### src/rtl/trace_stack.sv
// Assignment-trail stack for the DPLL core: records decided/forced assignments,
// supports single push/pop and a multi-cycle backtrack that flips the latest decision.
module trace_stack #(
    parameter int DEPTH = 128,
    parameter int VAR_W = 9,
    parameter int CNT_W = $clog2(DEPTH + 1)
) (
    input  logic             clock,
    input  logic             reset,
    input  logic             push_en,
    input  logic             push_type,
    input  logic             push_val,
    input  logic [VAR_W-1:0] push_var,
    input  logic             pop_en,
    input  logic             bt_start,
    output logic             busy,
    output logic             full,
    output logic             empty,
    output logic [CNT_W-1:0] count,
    output logic [CNT_W-1:0] level,
    output logic             top_type,
    output logic             top_val,
    output logic [VAR_W-1:0] top_var,
    output logic             unassign_valid,
    output logic [VAR_W-1:0] unassign_var,
    output logic             bt_done,
    output logic [VAR_W-1:0] bt_flip_var,
    output logic             bt_flip_val,
    output logic             bt_unsat,
    output logic             overflow_err,
    output logic             underflow_err
);

    localparam int ADDR_W = (DEPTH > 1) ? $clog2(DEPTH) : 1;
    localparam int ENT_W  = VAR_W + 2;

    typedef enum logic {IDLE, BT_POP} state_t;

    state_t             state;
    logic [ENT_W-1:0]   mem [DEPTH];

    logic [ADDR_W-1:0]  top_idx;
    logic [ENT_W-1:0]   top_entry;
    logic [CNT_W-1:0]   n_count, n_level;
    logic               wr_en;
    logic [ADDR_W-1:0]  wr_idx;
    logic [ENT_W-1:0]   wr_data;
    logic               n_uv, n_done, n_unsat, n_ovf, n_unf, n_fval;
    logic [VAR_W-1:0]   n_uvar, n_fvar;
    logic               go_bt, bt_finish;
    logic [ADDR_W-1:0]  n_top_idx;
    logic [ENT_W-1:0]   n_top;

    // Next-state datapath; the top entry is looked ahead so top_* stays registered.
    always_comb begin
        top_idx   = ADDR_W'(count - CNT_W'(1));
        top_entry = mem[top_idx];
        n_count   = count;
        n_level   = level;
        wr_en     = 1'b0;
        wr_idx    = ADDR_W'(count);
        wr_data   = {push_type, push_val, push_var};
        n_uv      = 1'b0;
        n_uvar    = unassign_var;
        n_done    = 1'b0;
        n_fvar    = bt_flip_var;
        n_fval    = bt_flip_val;
        n_unsat   = 1'b0;
        n_ovf     = 1'b0;
        n_unf     = 1'b0;
        go_bt     = 1'b0;
        bt_finish = 1'b0;
        case (state)
            IDLE: begin
                if (bt_start) begin
                    if (level == '0) n_unsat = 1'b1;
                    else             go_bt   = 1'b1;
                end else if (pop_en) begin
                    if (count == '0) begin
                        n_unf = 1'b1;
                    end else begin
                        n_count = count - CNT_W'(1);
                        if (!top_entry[ENT_W-1]) n_level = level - CNT_W'(1);
                        n_uv   = 1'b1;
                        n_uvar = top_entry[VAR_W-1:0];
                    end
                end else if (push_en) begin
                    if (count == CNT_W'(DEPTH)) begin
                        n_ovf = 1'b1;
                    end else begin
                        wr_en   = 1'b1;
                        n_count = count + CNT_W'(1);
                        if (!push_type) n_level = level + CNT_W'(1);
                    end
                end
            end
            BT_POP: begin
                if (top_entry[ENT_W-1]) begin
                    n_count = count - CNT_W'(1);
                    n_uv    = 1'b1;
                    n_uvar  = top_entry[VAR_W-1:0];
                end else begin
                    wr_en     = 1'b1;
                    wr_idx    = top_idx;
                    wr_data   = {1'b1, ~top_entry[VAR_W], top_entry[VAR_W-1:0]};
                    n_level   = level - CNT_W'(1);
                    n_done    = 1'b1;
                    n_fvar    = top_entry[VAR_W-1:0];
                    n_fval    = ~top_entry[VAR_W];
                    bt_finish = 1'b1;
                end
            end
            default: ;
        endcase
        n_top_idx = ADDR_W'(n_count - CNT_W'(1));
        if (n_count == '0)                     n_top = '0;
        else if (wr_en && wr_idx == n_top_idx) n_top = wr_data;
        else                                   n_top = mem[n_top_idx];
    end

    always_ff @(posedge clock) begin
        if (wr_en) mem[wr_idx] <= wr_data;
    end

    // Control FSM and all registered outputs; reset aborts a backtrack at once.
    always_ff @(posedge clock) begin
        if (reset) begin
            state          <= IDLE;
            busy           <= 1'b0;
            count          <= '0;
            level          <= '0;
            full           <= 1'b0;
            empty          <= 1'b1;
            {top_type, top_val, top_var} <= '0;
            unassign_valid <= 1'b0;
            unassign_var   <= '0;
            bt_done        <= 1'b0;
            bt_flip_var    <= '0;
            bt_flip_val    <= 1'b0;
            bt_unsat       <= 1'b0;
            overflow_err   <= 1'b0;
            underflow_err  <= 1'b0;
        end else begin
            case (state)
                IDLE:    if (go_bt)     begin state <= BT_POP; busy <= 1'b1; end
                BT_POP:  if (bt_finish) begin state <= IDLE;   busy <= 1'b0; end
                default: begin state <= IDLE; busy <= 1'b0; end
            endcase
            count          <= n_count;
            level          <= n_level;
            full           <= (n_count == CNT_W'(DEPTH));
            empty          <= (n_count == '0);
            {top_type, top_val, top_var} <= n_top;
            unassign_valid <= n_uv;
            unassign_var   <= n_uvar;
            bt_done        <= n_done;
            bt_flip_var    <= n_fvar;
            bt_flip_val    <= n_fval;
            bt_unsat       <= n_unsat;
            overflow_err   <= n_ovf;
            underflow_err  <= n_unf;
        end
    end

endmodule

### config.mk
export PLATFORM = sky130hd
export DESIGN_NAME = trace_stack
export DESIGN_NICKNAME = d
export VERILOG_FILES = /design/src/rtl/trace_stack.sv
export SDC_FILE = /design/constraint.sdc
export NUM_CORES = 2
export LEC_CHECK = 0
export CELL_PAD_IN_SITES_DETAIL_PLACEMENT = 2
export CELL_PAD_IN_SITES_GLOBAL_PLACEMENT = 2
export CORE_ASPECT_RATIO = 0.6
export CORE_MARGIN = 5
export CORE_UTILIZATION = 45
export CTS_CLUSTER_SIZE = 24
export DETAILED_ROUTE_END_ITERATION = 16
export HOLD_SLACK_MARGIN = 0.02
export PLACE_DENSITY_LB_ADDON = 0.25
export SLEW_MARGIN = 20
export SYNTH_ARGS = -nofsm -noshare
export SYNTH_HDL_FRONTEND = slang
export SYNTH_SLANG_ARGS = --single-unit
### constraint.sdc
create_clock -name clock -period 10.83 [get_ports clock]
set_clock_uncertainty 0.2 [all_clocks]
set_input_delay 2.166 -clock clock [delete_from_list [all_inputs] [get_ports clock]]
set_output_delay 2.166 -clock clock [all_outputs]
set_load 0.1 [all_outputs]
* Word level (Yosys, flattened, before mapping) *
Memory sizes are Yosys's and may differ from the RTL's. A register that Yosys moved wholly into a read port is not among the register bits.
Index checks and enable logic that the tools add are counted.

operators by class
  eq/ne operators = 12
  add/sub/neg operators = 5
  bitwise gates (word level) = 6
  reduce and logical (&&, ||, !) cells = 11
  mux-type cells = 50

operator list
  cell                 number
  $mux 8               13
  $mux 9               4
  $pmux 8 s2           2
  $logic_not 8->1      3
  $mux 1               22
  $mux 11              2
  $pmux 9 s2           1
  $add 8x1->8 const B  2
  $eq 8x8->1 const B   2
  $sub 8x1->8 const B  2
  $mux 7               2
  $ne 3x3->1 const B   4
  $ne 2x2->1 const B   4
  $pmux 1 s2           4
  $sub 7x1->7 const B  1
  $not 1->1            6
  $reduce_and 5->1     1
  $reduce_or 5->1      1
  $ne 2x1->1 const B   2
  $reduce_and 2->1     2
  $reduce_and 4->1     1
  $reduce_or 4->1      1
  $reduce_or 3->1      1
  $reduce_or 2->1      1

word-level totals
  memories = 1
  RAM bits = 1,408
  output and inout port bits = 54
  logic and storage cells = 99
  register bits after elaboration = 44
  input bits = 16

memory list
  name  words  bits a word  read ports  clocked after memory_dff  wr ports  line  text
  mem   128    11           2           1                         1         40    logic [ENT_W-1:0] mem [DEPTH];

* Depth between registers and ports, before layout *
  depth in word-level cells = 8
  gate-level depth with buffers = 33
  depth with buffers taken out = 19

* Worst setup path after synthesis *
Ideal clock, no wire load.

  path type = register to register
  start = register count[0]
  end = memory mem[0][4] in the netlist's numbering, data pin
  required time = 9.731 ns
  cell stages (with the launch flop) = 26
  buffers on the path = 15
  arrival time = 10.356 ns
  clock period less this slack = 11.456 ns
  setup time = 0.899 ns
  setup slack = -0.626 ns
  cell sequence = dfxtp_1 -> buf_6 -> buf_4 -> buf_4 -> buf_2 -> buf_2 -> clkbuf_1 -> buf_1 -> clkbuf_1 -> inv_1 -> ha_1 -> buf_2 -> buf_1 -> clkbuf_1 -> mux4_2 -> nand2_1 -> nand4_1 -> a41oi_1 -> a2111oi_4 -> buf_6 -> nor2b_1 -> clkbuf_1 -> buf_1 -> clkbuf_1 -> nor2_1 -> a21oi_1

between the ends
  word-level cells in the longest chain between the ends = 4

ends and longest elaborated chain
  what                    line  text
  from (decl)             19    output logic [CNT_W-1:0] count,
  from (signal assigned)  149   count <= n_count;
  $sub 8x1->8             n/a
  $mem_v2 128x11          n/a
  $mux 11                 98    if (top_entry[ENT_W-1]) begin
  $mux 11                 73    case (state)
  named net wr_data[4]    47    logic [ENT_W-1:0] wr_data;
  to (decl)               40

The timed path passes the listed nets, and every way through them passes these cells.

* Final worst setup path *
  start = register count[0]
  end = register top_val

between the ends
  word-level cells in the longest chain between the ends = 8
  elaborated cells between the ends (all ways) = 15
  classes of those cells = add/sub: 3; eq/ne: 1; mux: 7; reduce/logical: 3; memory: 1

ends and longest elaborated chain
  what                                                    line  text
  branches (longest 5 deep; another with $mem_v2 128x11)  n/a
  $pmux 8 s2 *                                            73
  branches (longest 2 deep; another with $sub 7x1->7)     n/a
  to (signal assigned)                                    153   {top_type, top_val, top_var} <= n_top;
  to (decl)                                               22    output logic top_val,

Every way passes the cells marked *.
A chain may end at the register's enable or synchronous reset.

==> impl_metrics.csv <==
group,metric,value,unit
grt,grt_overflow,0,
detailed_routing,wl_per_cell,43.0,um
die,rows,111,
die,die_w,516,um
grt,track_usage,31.6,%
final_layout,drive_gt1_share,33.5,%
placement,placedCellCount,5690,
clock_tree,cts_tree,"yes",
sta,worst_pin_slew,1.28,ns
critical_path,cp_data_arrival_time,9.60,ns
detailed_routing,ant_nets,0,
synth,yosysWarnings,0,
hold_path,worstHoldPathCells,2,
sta,fin_crit_sh,84.0,%
synth,synth-edff-count,1408,
clock_tree,cts_buffer_depth,3,
clock_tree,cts_made_buffers,142,
placement,place_congestion,0.878,
sta,final_max_slew_viol_count,0,
critical_path,cp-end-kind,"register",
outcome,outcome,"completed",
clock_tree,post_cts_resized,0,
synth,syn-num-nets,3746,
critical_path,crit_type,"register to register",
placement,placed_cell_area,73000,um^2
critical_path,path_cells,"inv_1, ha_4, buf_4, mux4_2, and3_1, a2111o_1, a41oi_1, a2111oi_4, mux2i_1, o211ai_2, nor3_2, or2_4, buf_12, nand2_1, a21oi_1, o32ai_1, nor3_2, a221o_1",
placement,hpwlAfterDp,169000,um
die,core_area,153000,um^2
sta,fmaxAchievable,110,MHz
grt,antenna_found_initial,8,
sta,setup_tns,0,ns
detailed_routing,drt_pass1_iterations,5,
synth,synth_top_family_by_area,"multiplexers",
synth,syn_inst,3723,
hold_path,worstHoldStart,"bt_flip_val",
clock_tree,htreeDepth,4,
sta,rsz0062_at_grt,"false",
detailed_routing,drc_errors,0,
sta,setup_viol,0,
critical_path,crit_slowest_cell,"a2111oi_4",
synth,synthMuxAreaShare,26.4,%
placement,numPortBuffers,69,
die,die-area,162000,um^2
critical_path,max_stage_delay,1.05,ns
synth,ys_seq_area_share,62.7,%
grt,grt_pass1_wl,359000,um
synth,synth_area_per_cell,18.6,um^2
critical_path,crit_required,11.33,ns
die,die_height,314,um
final_layout,final-seq-area,43400,um^2
clock_tree,post_cts_buffers,0,
job,max_cap_violations,0,
critical_path,worstRegToRegCells,18,
detailed_routing,first_iter_violations,6721,
synth,yosys.area_share.simple,5.54,%
synth,yosys.area_share.adder,0.127,%
clock_tree,clkLatencyLatePin,0.78,ns
final_layout,instances_no_fill,5954,
grt,grt_pass1_vias,43787,
critical_path,rr_startpoint,"count[0]",
synth,synth_compound_area_share,2.59,%
final_layout,syn2layout_area_growth,12.1,%
synth,synthArstFlopShare,0,%
final_layout,utilization,50.8,%
final_layout,fillers,13232,
sta,hold_viol_final,0,
clock_tree,hold_buffers,0,
critical_path,r2r_setup_slack,1.74,ns
critical_path,cp_max_fo,48,
detailed_routing,dr_total_vias,42411,
detailed_routing,finalWirelength,256000,um
synth,ys_seq_elements,1463,
critical_path,crit_family,"compound AO/OA/AOI/OAI gates",
synth,synth_area,69200,um^2
critical_path,r2r-end,"top_val",
critical_path,cpMostUsedCell,"nor3_2",
sta,period_minus_slack,9.09,ns
critical_path,path_buf_inv,3,
sta,max_slew_margin,14.8,%
grt,grt_max_degree,130,
hold_path,holdPathEnd,"bt_flip_val",
final_layout,nNetsFinal,3825,
final_layout,multi_input_area,24900,um^2
synth,synthDistinctLibCells,88,
die,ios,70,
clock_tree,cts_root_buf,"clkbuf_16",
clock_tree,cts_sinks,1463,
synth,synth_xor_area_share,0.459,%
final_layout,design_area,77600,um^2
hold_path,hold_path.class,"register to register",
die,start_util,45.3,%
synth,synth_flop_cell,"edfxtp_1",
critical_path,cp-start-kind,"register",
clock_tree,clkTransAtPathRegs,0.07,ns
detailed_routing,drt-vias-per-instance,7.12,
-- worst max-delay path by stage --
stage,startpoint,end,slack (ns),cells past startpoint
4_1_cts,count[0],top_val,1.63,18
2_1_floorplan,count[0],mem[0][3],1.05,25
3_5_place_dp,count[0],top_val,1.81,18
6_report,count[0],top_val,1.74,18
5_1_grt,count[0],top_val,1.55,18
3_3_place_gp,count[0],top_val,1.90,18
-- worst min-delay path, stage by stage, from the launching register on --
cell and delay, ns:
dfxtp_1 0.31, nand2_1 0.05, a21oi_1 0.05
-- cell usage in the layout (no fill, tap or decap), drive strengths merged, types with 19 or more instances in the layout --
cell and n:
dfxtp 55, o32ai 19, mux2i 34, nand2 236, nor2 197, clkinv 60
nand3 241, xnor2 20, clkdlybuf4s50 69, nor3 23, edfxtp 1408, a21oi 58
mux4 796, o21ai 24, inv 31, clkbuf 179, buf 169, nand4 39
and3 22
-- state kept, by name (all words and copies together) (netlist names) --
signal,count
level,8
empty,1
top_type,1
mem,1408
full,1
top_var,9
bt_flip_var,9
count,8
bt_done,1
busy,1
top_val,1
bt_flip_val,1
bt_unsat,1
state,1
underflow_err,1
unassign_valid,1
unassign_var,9
overflow_err,1
-- final cells by class --
type | instances | area share (%)
clock buffers | 179 | 4.87
inverters | 26 | 0.126
clock inverters | 79 | 0.890
repair buffers | 238 | 2.85
flip-flops and latches | 1463 | 55.9
well taps | 2034 | 3.28
diodes | 4 | 0.0129
multi-input cells | 1931 | 32.1
-- layer usage --
layer / vias to the layer above / part of all wire (%) / track usage, %
met3: 399 / 11 / 6.84
met5: - / 0.0051 / 0
li1: 15953 / - / -
met2: 2825 / 45 / 47.1
met1: 23232 / 41 / 47.9
met4: 2 / 2.6 / 7.78
-- cells by family (layout without fill, tap and decap cells) --
family | Yosys count | after routing
AND/OR/NAND/NOR | 825 | 825
other | 0 | 4
multiplexers | 831 | 831
flip-flops | 1463 | 1463
AO/OA/AOI/OAI | 238 | 238
XOR/XNOR | 30 | 30
buffers and inverters | 329 | 522
adder cells (fa/ha/maj) | 7 | 7
-- synthesized netlist by cell type (all sizes together) (17+ instances only) --
cell type / count / area [um^2]
nand2: 236 / 888
dfxtp: 55 / 1100
and3: 22 / 138
clkbuf: 159 / 597
xnor2: 20 / 216
edfxtp: 1408 / 42300
a31oi: 17 / 121
nand4: 39 / 244
buf: 144 / 822
mux2i: 34 / 340
nand3: 241 / 1210
nor2: 197 / 739
mux4: 796 / 17900
o21ai: 24 / 120
nor3: 23 / 120
inv: 26 / 97.6
o32ai: 19 / 166
a21oi: 58 / 294
-- metrics by stage --
step | setup WS, ns | hold slack (ns)
global placement | 1.90 | 0.253
finish | 1.74 | 0.264
global route | 1.55 | 0.287
detailed placement | 1.81 | 0.257
CTS | 1.63 | 0.266
floorplan | 1.05 | 0.511
Power is left out: the tool's default activity adds up to more than one toggle a clock period on the data nets, which glitch-free logic cannot reach.
